`src/rtl/fetch_stage.sv`:
```
// Instruction fetch: PC, one-outstanding imem handshake, 1-entry skid buffer, IF/ID register; grant->IF/ID valid 2 cycles.
// Back-pressure: Stall holds IF/ID, a response arriving under Stall parks in the skid and blocks new requests until drained.
module fetch_stage #(
    parameter logic [31:0] RESET_PC  = 32'h0000_0000,
    parameter logic [31:0] NOP_INSTR = 32'h0000_0013
) (
    input  logic        clk,
    input  logic        rst_n,
    output logic        imem_req,
    output logic [31:0] imem_addr,
    input  logic        imem_gnt,
    input  logic        imem_rvalid,
    input  logic [31:0] imem_rdata,
    input  logic        Stall,
    input  logic        Redirect,
    input  logic [31:0] RedirectPC,
    output logic [31:0] IFID_Instruction,
    output logic [31:0] IFID_PC,
    output logic        IFID_Valid
);

    typedef enum logic [1:0] {
        IDLE = 2'd0,
        WAIT = 2'd1,
        DROP = 2'd2
    } state_e;

    state_e      state_q;

    logic [31:0] pc_q,         pc_d;
    logic [31:0] req_pc_q,     req_pc_d;
    logic        skid_vld_q,   skid_vld_d;
    logic [31:0] skid_instr_q, skid_instr_d;
    logic [31:0] skid_pc_q,    skid_pc_d;
    logic        ifid_vld_q,   ifid_vld_d;
    logic [31:0] ifid_instr_q, ifid_instr_d;
    logic [31:0] ifid_pc_q,    ifid_pc_d;

    logic        accept;
    logic        rsp_live;
    logic        grant;

    assign accept   = !Stall || !ifid_vld_q;
    assign rsp_live = (state_q == WAIT) && imem_rvalid;

    // Back-to-back issue is only allowed when the returning word has somewhere to go.
    assign imem_req  = rst_n && !Redirect && !skid_vld_q &&
                       ((state_q == IDLE) || (rsp_live && accept));
    assign grant     = imem_req && imem_gnt;
    assign imem_addr = pc_q;

    assign IFID_Instruction = ifid_instr_q;
    assign IFID_PC          = ifid_pc_q;
    assign IFID_Valid       = ifid_vld_q;

    always_ff @(posedge clk or negedge rst_n) begin
        if (!rst_n) begin
            state_q <= IDLE;
        end else if (Redirect) begin
            // A fetch still in flight must have its response swallowed.
            state_q <= (state_q != IDLE && !imem_rvalid) ? DROP : IDLE;
        end else begin
            case (state_q)
                IDLE:    if (grant) state_q <= WAIT;
                WAIT:    if (imem_rvalid) state_q <= grant ? WAIT : IDLE;
                DROP:    if (imem_rvalid) state_q <= IDLE;
                default: state_q <= IDLE;
            endcase
        end
    end

    always_comb begin
        pc_d         = pc_q;
        req_pc_d     = req_pc_q;
        skid_vld_d   = skid_vld_q;
        skid_instr_d = skid_instr_q;
        skid_pc_d    = skid_pc_q;
        ifid_vld_d   = ifid_vld_q;
        ifid_instr_d = ifid_instr_q;
        ifid_pc_d    = ifid_pc_q;

        if (Redirect) begin
            pc_d         = RedirectPC;
            skid_vld_d   = 1'b0;
            ifid_vld_d   = 1'b0;
            ifid_instr_d = NOP_INSTR;
        end else begin
            if (grant) begin
                req_pc_d = pc_q;
                pc_d     = pc_q + 32'd4;
            end

            if (accept) begin
                if (rsp_live) begin
                    ifid_vld_d   = 1'b1;
                    ifid_instr_d = imem_rdata;
                    ifid_pc_d    = req_pc_q;
                end else if (skid_vld_q) begin
                    ifid_vld_d   = 1'b1;
                    ifid_instr_d = skid_instr_q;
                    ifid_pc_d    = skid_pc_q;
                    skid_vld_d   = 1'b0;
                end else begin
                    ifid_vld_d   = 1'b0;
                    ifid_instr_d = NOP_INSTR;
                end
            end else if (rsp_live) begin
                skid_vld_d   = 1'b1;
                skid_instr_d = imem_rdata;
                skid_pc_d    = req_pc_q;
            end
        end
    end

    always_ff @(posedge clk or negedge rst_n) begin
        if (!rst_n) begin
            pc_q         <= RESET_PC;
            req_pc_q     <= 32'd0;
            skid_vld_q   <= 1'b0;
            skid_instr_q <= 32'd0;
            skid_pc_q    <= 32'd0;
            ifid_vld_q   <= 1'b0;
            ifid_instr_q <= NOP_INSTR;
            ifid_pc_q    <= 32'd0;
        end else begin
            pc_q         <= pc_d;
            req_pc_q     <= req_pc_d;
            skid_vld_q   <= skid_vld_d;
            skid_instr_q <= skid_instr_d;
            skid_pc_q    <= skid_pc_d;
            ifid_vld_q   <= ifid_vld_d;
            ifid_instr_q <= ifid_instr_d;
            ifid_pc_q    <= ifid_pc_d;
        end
    end

endmodule

```
`config.mk`:
```
export PLATFORM = sky130hd
export DESIGN_NAME = fetch_stage
export DESIGN_NICKNAME = d
export VERILOG_FILES = /design/src/rtl/fetch_stage.sv
export SDC_FILE = /design/constraint.sdc
export NUM_CORES = 1
export LEC_CHECK = 0
export CAP_MARGIN = 0
export CORE_MARGIN = 3
export CORE_UTILIZATION = 47
export DETAILED_ROUTE_END_ITERATION = 7
export PLACE_DENSITY_LB_ADDON = 0.25
export SLEW_MARGIN = 20
export SYNTH_ARGS = -nofsm -noshare
export SYNTH_HDL_FRONTEND = slang
export SYNTH_SLANG_ARGS = --single-unit
```
`constraint.sdc`:
```
create_clock -name clk -period 2 [get_ports clk]
set_input_delay 0.3 -clock clk [delete_from_list [all_inputs] [get_ports clk]]
set_output_delay 0.3 -clock clk [all_outputs]
set_load 0.03 [all_outputs]
```
==> metrics.txt, run 1 <==
status complete, but fails checks; failing checks negative setup slack; Slew Viols, Final 0; Worst Tran Pin Value between 0.8 and 0.9 ns; area leader, netlist dfrtp_1; EDFF count, synth 0; ANT cells 0; gpl congestion around 0.89; clk_lat worst skew between 0.4 and 0.5 ns; Worst Path Max Fanout 3; root buf cell clkbuf_16; final period utilization 107%; Int Power between 7000 and 8000 µW; HP Class primary input to asynchronous set/reset pin; Multi-input gate area between 3000 and 4000 µm²; DRC Markers 0; max-cap violations 0; Avg Cell Area, Syn roughly 11 µm²; Layout Nets between 1k and 1.5k; Setup CP Type flop to output port; H-tree levels 4; most common cell in the netlist dfrtp_1; antenna violations before repair 0; GRT Resource Usage Total 22.8%; Clock Path Buffers 2; placed wire-length estimate 15500 µm; Cell Area, Synth ~8600 µm²; Layout area overhead 42.9%; synthesized instance count 776; CTS tree done; Primary FF master, synth dfrtp_1; XOR/XNOR Fraction of Synth Area 0%; initial detailed-routing violation count ~680; WHS around 0.074 ns; Die Height around 140 µm; cts bufs inserted 17; WP data required between 1.5 and 2 ns; largest family of logic cells by synthesized area multiplexers; maximum VDD drop 0.000630 V; Sw Ratio approximately 26%; layout cell share with drive strength beyond 1 approximately a quarter; most instantiated cells after synthesis dfrtp_1 (193), nand2_1 (145), mux2_2 (71), o21ai_0 (48); Post-Syn Nets 847; Post-Synth Simple-Gate Area roughly 13%; crit path DAT between 1.5 and 2 ns; Starting Density between 40% and 50%; Core Area about 18000 µm²; Port Buffers 167; Pre-antenna DRT Iters 7; critical path endpoint category output port; Place WS -0.364 ns; pwr/cell area 770 nW/µm²; Clock Sink Count a little under 200; die width 141 µm; ranking of synthesized cells by area dfrtp_1 (56%), mux2_2 (9.3%), nand2_1 (6.3%); Fill cells 1268; # setup viols final 11; Ports 168; worst-case clock skew between 0.01 and 0.015 ns; Compound-Gate Fraction of Synth Area 11.0%; final worst setup slack -0.137 ns; Synth warnings 0; routed wire length 23300 µm; Post-CTS Hold Buffers 0; FF+latch area 4910 µm²; Clk pwr share 40.3%; Synth cell types 54; Clock Pin Slew Worst Setup and Hold Paths around 0.07 ns; global-route wire length before repair 36400 µm; Worst slew margin 45.6%; Vias around 7.1k; post-synthesis register bit count 196; vias per cell 5.66; Comb pwr share a little over an eighth; Worst setup SP type flop; vias in the first global route 6838; asr flop ratio synth 100%; Detail Route Antenna Nets 0; worst reg-to-reg setup slack -0.09 ns; fmax 0.468 GHz; Final min period 2.14 ns; proportion of synthesized area in mux cells 14.1%; Die ar. 19900 µm²; # rows 48; post-synth top area share 56.2%; P_sw 2420 µW; RSZ-0062 raised after global routing yes; sequential-to-total area share from yosys stat 57.1%; Seq pwr share 46.4%; WL/cell 18.6 µm; Fin. Hold Viols 0; GR Overflow Total 0; Leak Pwr a little under 0.006 µW; largest net degree at the start of global routing 80; post-synthesis adder-cell area fraction 0.262%
-- logic make-up (layout without fill, tap and decap cells) --
| logic type | Yosys count | after routing |
|---|---|---|
| adders and majority gates | 2 | 2 |
| DFF | 196 | 196 |
| AOI/OAI and AO/OA | 126 | 126 |
| buffers and inverters | 89 | 341 |
| muxes | 112 | 112 |
| and+or+nand+nor | 251 | 251 |
-- flip-flops by register name, summed over array words and instances (netlist names) --
name              flops
IFID_Valid            1
IFID_Instruction     32
skid_vld_q            1
IFID_PC              32
skid_pc_q            32
skid_instr_q         32
imem_addr            32
req_pc_q             32
state_q               2
-- metal layers --
layer / global-route usage, % / part of all wire [%] / vias up
li1: - / - / 3283
met1: 33.0 / 43 / 3498
met2: 35.5 / 48 / 286
met3: 4.78 / 7.6 / 29
met4: 5.71 / 1.2 / 0
met5: 0 / 0 / -
-- critical path: stages (launching register included) --
cell	delay [ns]
dfrtp_1	0.43
or4b_4	0.57
buf_6	0.14
a21oi_4	0.13
buf_12	0.13
-- power groups by stage --
stage / Clock (µW) / Sequential [µW] / Combinational [µW]
global route: 4050 / 4410 / 1360
finish: 3810 / 4380 / 1250
global placement: 0 / 4440 / 1150
detailed placement: 0 / 4450 / 1160
floorplan: 0 / 4580 / 356
CTS: 3870 / 4370 / 1180
-- layout make-up --
class | instances | area share, %
flip-flops and latches | 196 | 40.0
multi-input cells | 491 | 28.9
repair buffers | 268 | 22.2
clock buffers | 18 | 3.58
well taps | 225 | 2.29
clock inverters | 14 | 1.79
inverters | 41 | 1.25
-- worst paths after layout --
kind | start | to | cells after the start
worst max register to register | skid_vld_q | imem_addr[15] | 9
worst min-delay path | rst_n | req_pc_q[31] | 2
worst max-delay path | skid_vld_q | imem_req | 4
min in group clk | Redirect | skid_vld_q | 3
worst min register to register | IFID_PC[21] | IFID_PC[21] | 2
max in group asynchronous | rst_n | imem_addr[9] | 3
-- what timing repair did --
item | 4_1_cts | 5_1_grt
gates cloned | 0 | 5
endpoints found under the setup margin | 29 | 44
pin swaps | 0 | 27
resized for setup | 11 | 52
setup buffers | 1 | 17
-- layout by cell type, fill, tap and decap left out, types with 3 or more instances in the layout --
master	netlist	routed
dfrtp_1	193	189
clkdlybuf4s50_1	0	156
nand2_1	145	145
buf_4	1	71
mux2_2	71	68
o21ai_0	48	44
inv_1	41	41
mux2i_1	41	40
a222oi_1	27	27
nor2_1	24	21
clkbuf_16	0	21
nand3_1	22	19
nand4_1	14	14
buf_6	0	13
buf_12	0	12
o211ai_1	8	8
dlymetal6s2s_1	0	7
a221o_1	6	6
and3_1	6	5
or4_1	9	5
nor3_1	7	5
bufinv_16	0	5
inv_6	0	5
dfrtp_2	0	4
and4_1	4	4
nor4_4	0	4
or4_4	0	4
a31oi_1	4	4
dfstp_2	3	3
nor2_4	0	3
and2_1	3	3
o22a_1	3	3
o31a_1	3	3
o311ai_1	0	3
nand3_2	0	3
mux2_4	0	3
o21ai_1	1	3
-- stage by stage --
step / cell area (µm²) / cells / utilization [%] / setup TNS, ns / total power (µW)
after floorplan: 8610 / 776 / - / -0.0699 / 4930
after global placement: 11100 / 1198 / 63.1 / -21.48 / 5590
after detailed placement: 11100 / 1198 / 63.1 / -23.71 / 5610
after CTS: 11800 / 1231 / 67.3 / -0.341 / 9420
after global routing: 12300 / 1253 / 69.8 / -1.97 / 9820
final: 12300 / 1253 / 69.8 / -0.509 / 9450
(Power assumes the default switching activity.)
==> run 2: changes to the inputs <==
--- a/config.mk
+++ b/config.mk
@@ -10,6 +10,7 @@
 export CORE_UTILIZATION = 47
 export DETAILED_ROUTE_END_ITERATION = 7
 export PLACE_DENSITY_LB_ADDON = 0.25
+export SETUP_SLACK_MARGIN = 0.1
 export SLEW_MARGIN = 20
 export SYNTH_ARGS = -nofsm -noshare
 export SYNTH_HDL_FRONTEND = slang
==> run 2 against run 1 <==
  * The flow finishes with violations (design-rule violations, negative setup slack)
  * Clock power is 12% lower
  * Critical path depth stayed put
  * Wire length up 9.9%
  * Largest power group unchanged
  * Highest routed layer unchanged
==> metrics.txt, run 2 (synthesized netlist as in run 1, its figures left out) <==
status complete, but fails checks; failing checks design-rule violations, negative setup slack; met2 usage 35.4%; largest net degree at the start of global routing 86; GR Overflow Total 0; GRT Resource Usage Total 23.0%; Worst setup SP type flop; Layout area overhead 47.9%; die width 141 µm; Die Height about 140 µm; fmax 0.472 GHz; CTS tree done; # setup viols final 4; Worst Path Max Fanout 2; buffers plus inverters on the worst setup path 2; Port Buffers 167; most common cell after layout, fill and taps aside dfrtp_1; hold_sp Redirect; DRC Markers 6; Vias 7341; HP Class primary input to flop; R2R depth 5; final worst setup slack -0.119 ns; Starting Density 48.8%; global-route wire length before repair between 30000 and 40000 µm; reg2reg start skid_vld_q; max-cap violations 0; Layout Nets 1098; # rows 48; FF-to-FF End imem_addr[8]; Clock Path Buffers 2; Fin. Hold Viols 0; most frequent cells in the layout dfrtp_1 (182), clkdlybuf4s50_1 (133), nand2_1 (123); Core Area 17600 µm²; Final min period 2.12 ns; Slew Viols, Final 0; clk_lat worst skew 0.44 ns; maximum VDD drop 0.000631 V; Setup CP Type flop to output port; hold depth 3; layout cell share with drive strength beyond 1 between 20% and 30%; critical-path cell list or4b_4 > buf_6 > a21oi_4 > buf_12; worst reg-to-reg setup slack -0.05 ns; Clock Pin Slew Worst Setup and Hold Paths 0.07 ns; routed wire length 25700 µm; WP data required 1.70 ns; vias per cell slightly below 6; RSZ-0062 raised after global routing yes; Non-Filler Instances 1264; Leak Pwr between 0.005 and 0.006 µW; Worst slew margin 46.1%; worst-case clock skew 0.00999 ns; cell count after placement approximately 1.2k; cell type of the slowest stage on the worst timing path or4b_4; WL/cell around 20 µm; Clock Sink Count 196; placed wire-length estimate 15400 µm; critical path's largest stage delay about 0.56 ns; H-tree levels 4; grt met3 use around 4.4%; initial detailed-routing violation count 662; Worst Tran Pin Value 0.809 ns; final period utilization 106%; antenna violations before repair 0; vias in the first global route 6940; cts bufs inserted 17; Ports 168; Detail Route Antenna Nets 0; worst hold endpoint state_q[0]; GR peak layer met2; gpl congestion approximately 0.84; critical path endpoint category output port; ANT cells 0; Die ar. 19900 µm²; root buf cell clkbuf_16; pwr/cell area 714 nW/µm²; global routing met1 resource utilization 33.2%; fin util 72.2%; crit path DAT roughly 1.8 ns; Pre-antenna DRT Iters 8; crit-path leading delay family simple AND/OR/NAND/NOR gates
-- run 2: worst max path at each step --
| stage | from | endpoint | slack, ns | cells past startpoint |
|---|---|---|---|---|
| 6_report | skid_vld_q | imem_req | -0.12 | 4 |
| 5_1_grt | skid_vld_q | imem_req | -0.15 | 4 |
| 2_1_floorplan | skid_vld_q | imem_addr[29] | 0.02 | 5 |
| 3_3_place_gp | imem_rvalid | imem_addr[15] | -0.26 | 6 |
| 3_5_place_dp | imem_rvalid | imem_addr[11] | -0.34 | 6 |
| 4_1_cts | state_q[1] | imem_req | -0.09 | 4 |
-- run 2: worst reg2reg max path, stage by stage (launching register included) --
cell and delay [ns]:
dfrtp_1 0.40, or4b_4 0.56, a211oi_4 0.21, buf_12 0.17, mux2_4 0.31, a221o_1 0.29
-- run 2: through the flow --
step	setup WS (ns)	setup TNS [ns]	hold slack [ns]	total power, µW	instance area (µm²)
2_1_floorplan	0.0152	0	0.00441	4950	8650
3_3_place_gp	-0.261	-10.53	0.229	5590	11100
3_5_place_dp	-0.341	-18.22	0.231	5620	11100
4_1_cts	-0.0912	-0.331	0.232	8940	11800
5_1_grt	-0.150	-1.34	0.278	9430	12700
6_report	-0.119	-0.235	0.268	9070	12700
-- run 2: metal layers --
metal	up-vias	part of all wire, %
met3	48	7.1
met4	0	2.5
li1	3305	-
met2	312	47
met1	3676	44
met5	-	0
-- run 2: timing repair --
| action | CTS | global route |
|---|---|---|
| hold endpoints to repair | 27 | 0 |
| pin swaps | 11 | 71 |
| gates resized for setup | 41 | 159 |
| hold buffers | 1 | 0 |
| gates cloned | 0 | 11 |
| endpoints found under the setup margin | 59 | 141 |
| setup buffers | 11 | 15 |
-- run 2: cell type report --
cell class	count	area (µm²)
clock buffer	19	433
clock inverter	12	130
fill	1205	4890
inverter	41	154
multi-input combinational	491	3860
sequential	196	4920
tap	225	282
timing repair buffer	280	2930
-- run 2: where the power goes --
part | internal, µW | switching (µW)
registers | 4190 | 246
clock network | 1840 | 1530
logic | 584 | 688
total | 6610 | 2470
